==> src/rtl/imem_loader_pkg.sv <==
// Shared types and defaults for the boot-time instruction memory loader.
package imem_loader_pkg;

    localparam int BYTE_W = 8;
    localparam int ADDR_W_DEF = 8;
    localparam int DATA_W_DEF = 16;
    localparam int TIMEOUT_CYC_DEF = 1024;
    localparam logic [BYTE_W-1:0] SYNC_BYTE_DEF = 8'hA5;

    typedef enum logic [2:0] {
        ST_IDLE,
        ST_LEN,
        ST_HI,
        ST_LO,
        ST_WR,
        ST_CHK,
        ST_DONE,
        ST_ERR
    } state_t;

endpackage

==> src/rtl/imem_loader_timeout.sv <==
// Inter-byte idle watchdog: a down-counter reloaded on clear, expiring at terminal count.
module loader_timeout #(
    parameter int TIMEOUT_CYC = 1024
) (
    input  logic clock,
    input  logic reset,
    input  logic clear,
    input  logic enable,
    output logic expire
);

    localparam int CNT_W = $clog2(TIMEOUT_CYC);
    localparam logic [CNT_W-1:0] LOAD_VAL = CNT_W'(TIMEOUT_CYC - 1);

    logic [CNT_W-1:0] cnt_q;

    // A clear in the same cycle (an accepted byte) always beats the expiry.
    assign expire = enable && !clear && (cnt_q == '0);

    always_ff @(posedge clock or negedge reset) begin
        if (!reset) begin
            cnt_q <= '0;
        end else if (clear) begin
            cnt_q <= LOAD_VAL;
        end else if (enable && (cnt_q != '0)) begin
            cnt_q <= cnt_q - 1'b1;
        end
    end

endmodule

==> src/rtl/imem_loader.sv <==
// Framed byte-stream loader for the 16x256 instruction memory; holds the CPU
// in reset until a frame with a good XOR checksum has been written.
//
// state | meaning
// IDLE  | waiting for sync, other bytes discarded
// LEN   | expecting word count (0 means 256)
// HI    | expecting high byte of next word
// LO    | expecting low byte of next word
// WR    | one-cycle memory write, input stalled
// CHK   | expecting checksum byte
// DONE  | good load, CPU released, waiting for sync
// ERR   | bad checksum or timeout, CPU held, waiting for sync
import imem_loader_pkg::*;

module imem_loader #(
    parameter int ADDR_W = ADDR_W_DEF,
    parameter int DATA_W = DATA_W_DEF,
    parameter logic [7:0] SYNC_BYTE = SYNC_BYTE_DEF,
    parameter int TIMEOUT_CYC = TIMEOUT_CYC_DEF
) (
    input  logic              clock,
    input  logic              reset,
    input  logic [7:0]        in_data,
    input  logic              in_valid,
    output logic              in_ready,
    output logic              imem_we,
    output logic [ADDR_W-1:0] imem_addr,
    output logic [DATA_W-1:0] imem_wdata,
    output logic              cpu_hold,
    output logic              load_done,
    output logic              load_error
);

    state_t state, state_nxt;

    logic [7:0]        len_q;
    logic [7:0]        hi_q;
    logic [7:0]        chk_q;
    logic [ADDR_W-1:0] idx_q;
    logic [ADDR_W-1:0] last_idx;
    logic              accept;
    logic              timed;
    logic              tmo_clear;
    logic              tmo_expire;

    assign accept = in_valid && in_ready;
    assign timed = (state == ST_LEN) || (state == ST_HI) || (state == ST_LO) || (state == ST_CHK);
    assign tmo_clear = accept || !timed;
    // LEN=0 wraps to 255 here, which is exactly the last index of a 256-word load.
    assign last_idx = ADDR_W'(len_q - 8'd1);

    loader_timeout #(
        .TIMEOUT_CYC(TIMEOUT_CYC)
    ) u_timeout (
        .clock (clock),
        .reset (reset),
        .clear (tmo_clear),
        .enable(timed),
        .expire(tmo_expire)
    );

    always_comb begin
        state_nxt = state;
        case (state)
            ST_IDLE, ST_DONE, ST_ERR: begin
                if (accept && (in_data == SYNC_BYTE)) state_nxt = ST_LEN;
            end
            ST_LEN: begin
                if (accept) state_nxt = ST_HI;
                else if (tmo_expire) state_nxt = ST_ERR;
            end
            ST_HI: begin
                if (accept) state_nxt = ST_LO;
                else if (tmo_expire) state_nxt = ST_ERR;
            end
            ST_LO: begin
                if (accept) state_nxt = ST_WR;
                else if (tmo_expire) state_nxt = ST_ERR;
            end
            ST_WR: begin
                state_nxt = (idx_q == last_idx) ? ST_CHK : ST_HI;
            end
            ST_CHK: begin
                if (accept) state_nxt = (in_data == chk_q) ? ST_DONE : ST_ERR;
                else if (tmo_expire) state_nxt = ST_ERR;
            end
            default: state_nxt = ST_IDLE;
        endcase
    end

    always_ff @(posedge clock or negedge reset) begin
        if (!reset) begin
            state      <= ST_IDLE;
            in_ready   <= 1'b1;
            imem_we    <= 1'b0;
            imem_addr  <= '0;
            imem_wdata <= '0;
            cpu_hold   <= 1'b1;
            load_done  <= 1'b0;
            load_error <= 1'b0;
            len_q      <= '0;
            hi_q       <= '0;
            chk_q      <= '0;
            idx_q      <= '0;
        end else begin
            state    <= state_nxt;
            in_ready <= (state_nxt != ST_WR);
            imem_we  <= (state_nxt == ST_WR);
            cpu_hold <= (state_nxt != ST_DONE);

            if ((state_nxt == ST_DONE) && (state != ST_DONE)) load_done <= 1'b1;
            if ((state_nxt == ST_ERR) && (state != ST_ERR)) load_error <= 1'b1;

            case (state)
                ST_IDLE, ST_DONE, ST_ERR: begin
                    if (state_nxt == ST_LEN) begin
                        load_done  <= 1'b0;
                        load_error <= 1'b0;
                        chk_q      <= '0;
                        idx_q      <= '0;
                    end
                end
                ST_LEN: begin
                    if (accept) len_q <= in_data;
                end
                ST_HI: begin
                    if (accept) begin
                        hi_q  <= in_data;
                        chk_q <= chk_q ^ in_data;
                    end
                end
                ST_LO: begin
                    if (accept) begin
                        chk_q      <= chk_q ^ in_data;
                        imem_addr  <= idx_q;
                        imem_wdata <= DATA_W'({hi_q, in_data});
                    end
                end
                ST_WR: begin
                    if (idx_q != last_idx) idx_q <= idx_q + 1'b1;
                end
                default: ;
            endcase
        end
    end

endmodule

==> config.mk <==
export PLATFORM = sky130hd
export DESIGN_NAME = imem_loader
export DESIGN_NICKNAME = d
export VERILOG_FILES = /design/src/rtl/imem_loader_pkg.sv /design/src/rtl/imem_loader_timeout.sv /design/src/rtl/imem_loader.sv
export SDC_FILE = /design/constraint.sdc
export NUM_CORES = 1
export LEC_CHECK = 0
export CAP_MARGIN = 10
export CORE_ASPECT_RATIO = 0.7
export CORE_MARGIN = 2
export CORE_UTILIZATION = 51
export DETAILED_ROUTE_END_ITERATION = 10
export PLACE_DENSITY = 0.76
export SKIP_CTS_REPAIR_TIMING = 1
export SLEW_MARGIN = 20
export SYNTH_ARGS = -nofsm -noshare
export SYNTH_HDL_FRONTEND = slang
export SYNTH_SLANG_ARGS = --single-unit
export TNS_END_PERCENT = 30
==> constraint.sdc <==
create_clock -name clock -period 2.95 [get_ports clock]
set_clock_uncertainty 0.05 [all_clocks]
set_input_delay 0.885 -clock clock [delete_from_list [all_inputs] [get_ports clock]]
set_output_delay 0.885 -clock clock [all_outputs]
set_load 0.01 [all_outputs]
# Word-level counts from Yosys, hierarchy flattened

Cells that the tools add are included.

Word-level logic and storage cells: 87
Input bits: 11
Flip-flop bits (word level): 74

Bitwise logic cells: 1
Add/subtract/negate cells: 3
Reductions and logical operators: 26
Eq/ne operators: 22
Muxes and demuxes: 22

Operators by type and width:

| operator              | number |
|---|---|
| $pmux 8 s2            | 2 |
| $mux 8                | 3 |
| $eq 3x3->1 const B    | 7 |
| $mux 3                | 7 |
| $mux 10               | 2 |
| $pmux 3 s6            | 1 |
| $eq 8x8->1            | 2 |
| $ne 3x3->1 const B    | 4 |
| $logic_not 10->1      | 1 |
| $reduce_bool 10->1    | 1 |
| $sub 10x1->10 const B | 1 |
| $add 8x1->8 const B   | 1 |
| $eq 8x8->1 const B    | 1 |
| $ne 8x8->1            | 1 |
| $sub 8x1->8 const B   | 1 |
| $xor 8x8->8           | 1 |
| $logic_and 1x1->1     | 7 |
| $mux 1                | 7 |
| $eq 3x1->1 const B    | 2 |
| $eq 3x2->1 const B    | 2 |
| $reduce_and 2->1      | 3 |
| $reduce_and 3->1      | 2 |
| $reduce_bool 2->1     | 3 |
| $logic_or 1x1->1      | 4 |
| 6 further kinds       | 8 |

# Longest topological paths before layout

Depth after elaboration: 17
Gate-level depth with buffers: 10

# Modules after synthesis

Synthesis repeated with hierarchy kept, for this count alone.

Cells, all modules: 348
Area total of the unflattened synthesis: 3,754.9 um^2

Modules (own cells, without submodules):

| module         | cells each | area each (um^2) | times used |
|---|---|---|---|
| imem_loader    | 285        | 3,158.0          | 1 |
| loader_timeout | 63         | 596.8            | 1 |

# Worst setup path after synthesis

No wires, ideal clock.

Path type: input to register
Start: in in_data[1]
End: reg idx_q[7]
Slack: 0.107 ns
Arrival time: 2.715 ns
Data required time: 2.821 ns
Library setup time: 0.079 ns
Cell stages on the path: 7
Cells stage by stage: or4b_1 -> nor3_2 -> o21ai_1 -> inv_1 -> a21oi_4 -> or4_1 -> a21oi_1

Cells in the longest elaborated chain, start to end: 7

Ends and longest elaborated chain:

| element                                            | RTL line                             | RTL |
|---|---|---|
| start: declaration                                 | imem_loader.sv:23                    | `input logic [7:0] in_data,` |
| $eq 8x8->1 (on tied branches)                      | imem_loader.sv:84, imem_loader.sv:66 |  |
| $mux 1 / $logic_and 1x1->1 (equally long branches) | imem_loader.sv:84, imem_loader.sv:66 |  |
| $mux 3 (on tied branches)                          | imem_loader.sv:84, imem_loader.sv:66 |  |
| $pmux 3 s6 *                                       | imem_loader.sv:64                    | `case (state)` |
| $eq 3x1->1 *                                       | imem_loader.sv:116                   | `if (state_nxt == ST_LEN) begin` |
| $ne 2x2->1 (no line) *                             | n/a                                  |  |
| $reduce_and 3->1 (no line) *                       | n/a                                  |  |
| end signal: assignment                             | imem_loader.sv:140                   | `if (idx_q != last_idx) idx_q <= idx_q + 1'b1;` |
| end: declaration                                   | imem_loader.sv:39                    | `logic [ADDR_W-1:0] idx_q;` |

Every way passes the cells marked *; elsewhere a longest branch is shown, timed or not.
A chain may end at the register's enable or synchronous reset.

# Final worst setup path

Start: reg len_q[1]
End: reg load_done

Cells in the longest elaborated chain, start to end: 9

Ends and longest elaborated chain:

| element                  | RTL line           | RTL |
|---|---|---|
| start: declaration       | imem_loader.sv:36  | `logic [7:0] len_q;` |
| start signal: assignment | imem_loader.sv:124 | `if (accept) len_q <= in_data;` |
| $sub 8x1->8 *            | imem_loader.sv:50  | `assign last_idx = ADDR_W'(len_q - 8'd1);` |
| $eq 8x8->1 *             | imem_loader.sv:81  | `state_nxt = (idx_q == last_idx) ? ST_CHK : ST_HI;` |
| $mux 3 *                 | imem_loader.sv:81  |  |
| $pmux 3 s6 *             | imem_loader.sv:64  |  |
| $eq 3x3->1               | imem_loader.sv:111 | `if ((state_nxt == ST_DONE) && (state != ST_DONE)) load_done <= 1'b1;` |
| $logic_and 1x1->1        | imem_loader.sv:111 |  |
| $mux 1                   | imem_loader.sv:111 |  |
| $mux 1                   | imem_loader.sv:116 |  |
| $mux 1 *                 | imem_loader.sv:114 | `case (state)` |
| end signal: assignment   | imem_loader.sv:99  | `load_done <= 1'b0;` |
| end signal: assignment   | imem_loader.sv:111 |  |
| end signal: assignment   | imem_loader.sv:117 | `load_done <= 1'b0;` |
| end: declaration         | imem_loader.sv:30  | `output logic load_done,` |

Marked as above.

==> out/results.ini <==
[cells_and_area]
area_delta_synth_final_pct = 28.43
finish.utilization_pct = 67.85
n_fill_cell = 541
register_area_um2 = 1854
fin_cells = 509
drive_gt1_share_pct = 26.02
multi_input_area_um2 = 1678
layout.nets = 425
antennaDiodeCount = 0

[global_routing]
grt_pass1_wl_um = 12830
grt_pass1_vias = 2563
grt_usage_pct = 21.43
grt-ovfl-total = 0
antenna_found_initial = 0
grt_max_degree = 75

[timing]
setup_viol = 0
post-route-period-util_pct = 96.86
finalSetupTns_ns = 0
report.final.slew_viol_count = 0
final_hold_viol_count = 0
max_slew_margin_pct = 38.97
worst_slew_pin_slew_ns = 0.9155
period_needed_ns = 2.857
max_freq_ghz = 0.3500

[synthesis]
synthAdderAreaFrac_pct = 1.402
syn_inst = 335
yosys.area_share.simple_pct = 17.49
synth_cell_types = 50
synth_compound_area_share_pct = 10.80
async_flop_share_pct = 100.0
synth_top_family_by_area = simple AND/OR/NAND/NOR gates
postSynthAreaPerCell_um2 = 10.66
synth_xor_area_share_pct = 3.926
synthesis.area_um2 = 3570
synthMuxAreaShare_pct = 11.92
synth_warnings = 0
synth-edff-count = 0
yosysSeqAreaShare_pct = 51.95
syn-num-nets = 350
ys_ff_latch = 74
ys.flop_type = dfrtp_1

[detailed_routing]
viasPerCell = 5.434
drc = 0
finalWirelength_um = 7951
drt_iter0_drc = 200
antenna_left = 0
wl_per_cell_um = 15.62
firstDrtPassIters = 4
via_count = 2766

[power_and_ir_drop]
seqPwrFrac_pct = 41.0
ir_worst_vdd_mv = 0.4623
p_int_mw = 2.657
power_switching_mw = 1.364
clkPwrFrac_pct = 21.3
p_sw_share_pct = 33.92
p_total_mw = 4.021
leakage_nw = 1.994
power_density_nw_per_um2 = 877.1
power_frac_comb_pct = 37.7

[setup_path]
critPathArrivalTime_ns = 3.04
startpoint_type = flip-flop
critPathCaptureType = flip-flop
reg2reg_depth = 10
path_class = reg -> reg
crit_required_ns = 3.13
cp_max_fo = 3

[die]
io_pins = 40
die_area_um2 = 7695
rows = 25
start_util_pct = 52.83
die_w_um = 104.0
core_area_um2 = 6756
die_h_um = 74.00

[clock_tree]
cts.path.max_buffers = 2
clock_latency_ns = 0.34
clock-sinks = 74
root_buffer = clkbuf_8
htree_levels = 3
cts.clk_slew.worst_paths_ns = 0.08
cts_tree = built
cts_buffers = 9

[worst_hold_path]
whs_path_depth = 2
hold_class = reg -> reg

[run_status]
status = finished clean

[placement]
placed_cells = 487
gp_congestion = 0.9353
dp_hpwl_um = 5478
io_buffers = 39

[flow_run]
drv_cap = 0

synthesized netlist by cell type, types with 4 or more instances:
cell      number  area share [%]
nor2b_1       15             2.6
o21ai_0       23             3.2
nor4_1         5            0.88
xnor2_1       13             3.2
dfrtp_1       72              50
nor2_1        15             1.6
a21oi_1       14             2.0
nand2_1       42             4.4
inv_1         15             1.6
clkbuf_1       9            0.95
o31ai_1        4            0.84
mux2_2        36              11
nor3_1         9             1.3
nand3_1        9             1.3
ha_1           4             1.4
or4_1          5             1.1
path summary, 6_finish.rpt:
check	start	to	slack, ns
min in group asynchronous	reset	imem_addr[5]$_DFFE_PN0P_	0.62
setup reg to reg	len_q[1]$_DFFE_PN0P_	load_done$_DFF_PN0_	0.09
max in group asynchronous	reset	imem_wdata[3]$_DFFE_PN0P_	1.64
hold / removal	imem_addr[5]$_DFFE_PN0P_	imem_addr[5]$_DFFE_PN0P_	0.43
setup / recovery	len_q[1]$_DFFE_PN0P_	load_done$_DFF_PN0_	0.09
hold reg to reg	imem_addr[5]$_DFFE_PN0P_	imem_addr[5]$_DFFE_PN0P_	0.43
registers in the layout, summed over array words and instances (netlist names):
register         flops
cpu_hold             1
imem_addr            8
idx_q                8
state                3
u_timeout.cnt_q     10
in_ready             1
chk_q                8
imem_we              1
imem_wdata          16
load_done            1
len_q                8
hi_q                 8
load_error           1
through the flow:
step	setup slack (ns)	cell area (um2)	hold slack, ns
after global placement	-0.2799	4252	0.4128
final	0.09257	4584	0.4298
after detailed placement	-0.4574	4252	0.4200
after CTS	-0.1589	4471	0.4368
after global routing	-0.05955	4584	0.4669
after floorplan	0.1065	3570	0.4144
power by group through the flow:
| stage | Sequential, mW | Clock [mW] | Combinational, mW |
|---|---|---|---|
| 2_1_floorplan | 1.64 | 0 | 0.811 |
| 3_3_place_gp | 1.64 | 0 | 1.39 |
| 3_5_place_dp | 1.66 | 0 | 1.43 |
| 4_1_cts | 1.64 | 0.869 | 1.44 |
| 5_1_grt | 1.71 | 0.919 | 1.66 |
| 6_report | 1.65 | 0.855 | 1.52 |
layout by cell type, fill, tap and decap left out, types with 3 or more instances in the layout:
cell type	count
o31ai_1	4
xor2_1	3
buf_4	34
a21oi_1	14
nor4_2	3
o21ai_0	23
ha_1	3
clkbuf_8	9
inv_1	15
nor3_1	9
mux2_2	36
xnor2_1	13
nand3_1	8
dlymetal6s2s_1	5
nor2b_1	15
or4_1	5
nand2_1	42
nor2_1	15
clkinvlp_4	3
dfrtp_1	72
a211oi_1	3
clkdlybuf4s50_1	33
layout make-up:
| class | count | share of cell area (%) |
|---|---|---|
| multi-input combinational | 237 | 36.60 |
| sequential | 74 | 40.45 |
| clock buffer | 10 | 2.784 |
| inverter | 15 | 1.228 |
| timing repair buffer | 73 | 14.38 |
| tap | 94 | 2.566 |
| clock inverter | 6 | 1.992 |
worst max-delay path: stages, from the launching register on:
cell and delay [ns]:
dfrtp_1 0.38, inv_1 0.09, ha_2 0.19, or3b_4 0.40, or4_4 0.44, a2111oi_4 0.35, nand4_2 0.24, nand3_2 0.14
a32oi_2 0.10, buf_4 0.15, a32o_1 0.21
metal layers:
metal | vias up | track usage [%] | part of all wire [%]
met1 | 1358 | 30.08 | 47
met3 | 7 | 5.434 | 5.2
met4 | 0 | 5.105 | 0.70
li1 | 1334 | - | -
met5 | - | 0 | 0
met2 | 67 | 34.28 | 47
kinds of logic after synthesis:
group                    Yosys count
AND/OR/NAND/NOR                  119
multiplexers                      38
XOR/XNOR                          16
adder cells (fa/ha/maj)            4
buffers and inverters             24
flip-flops                        74
AO/OA/AOI/OAI                     60
No activity file was read; power rests on OpenSTA's default activity.
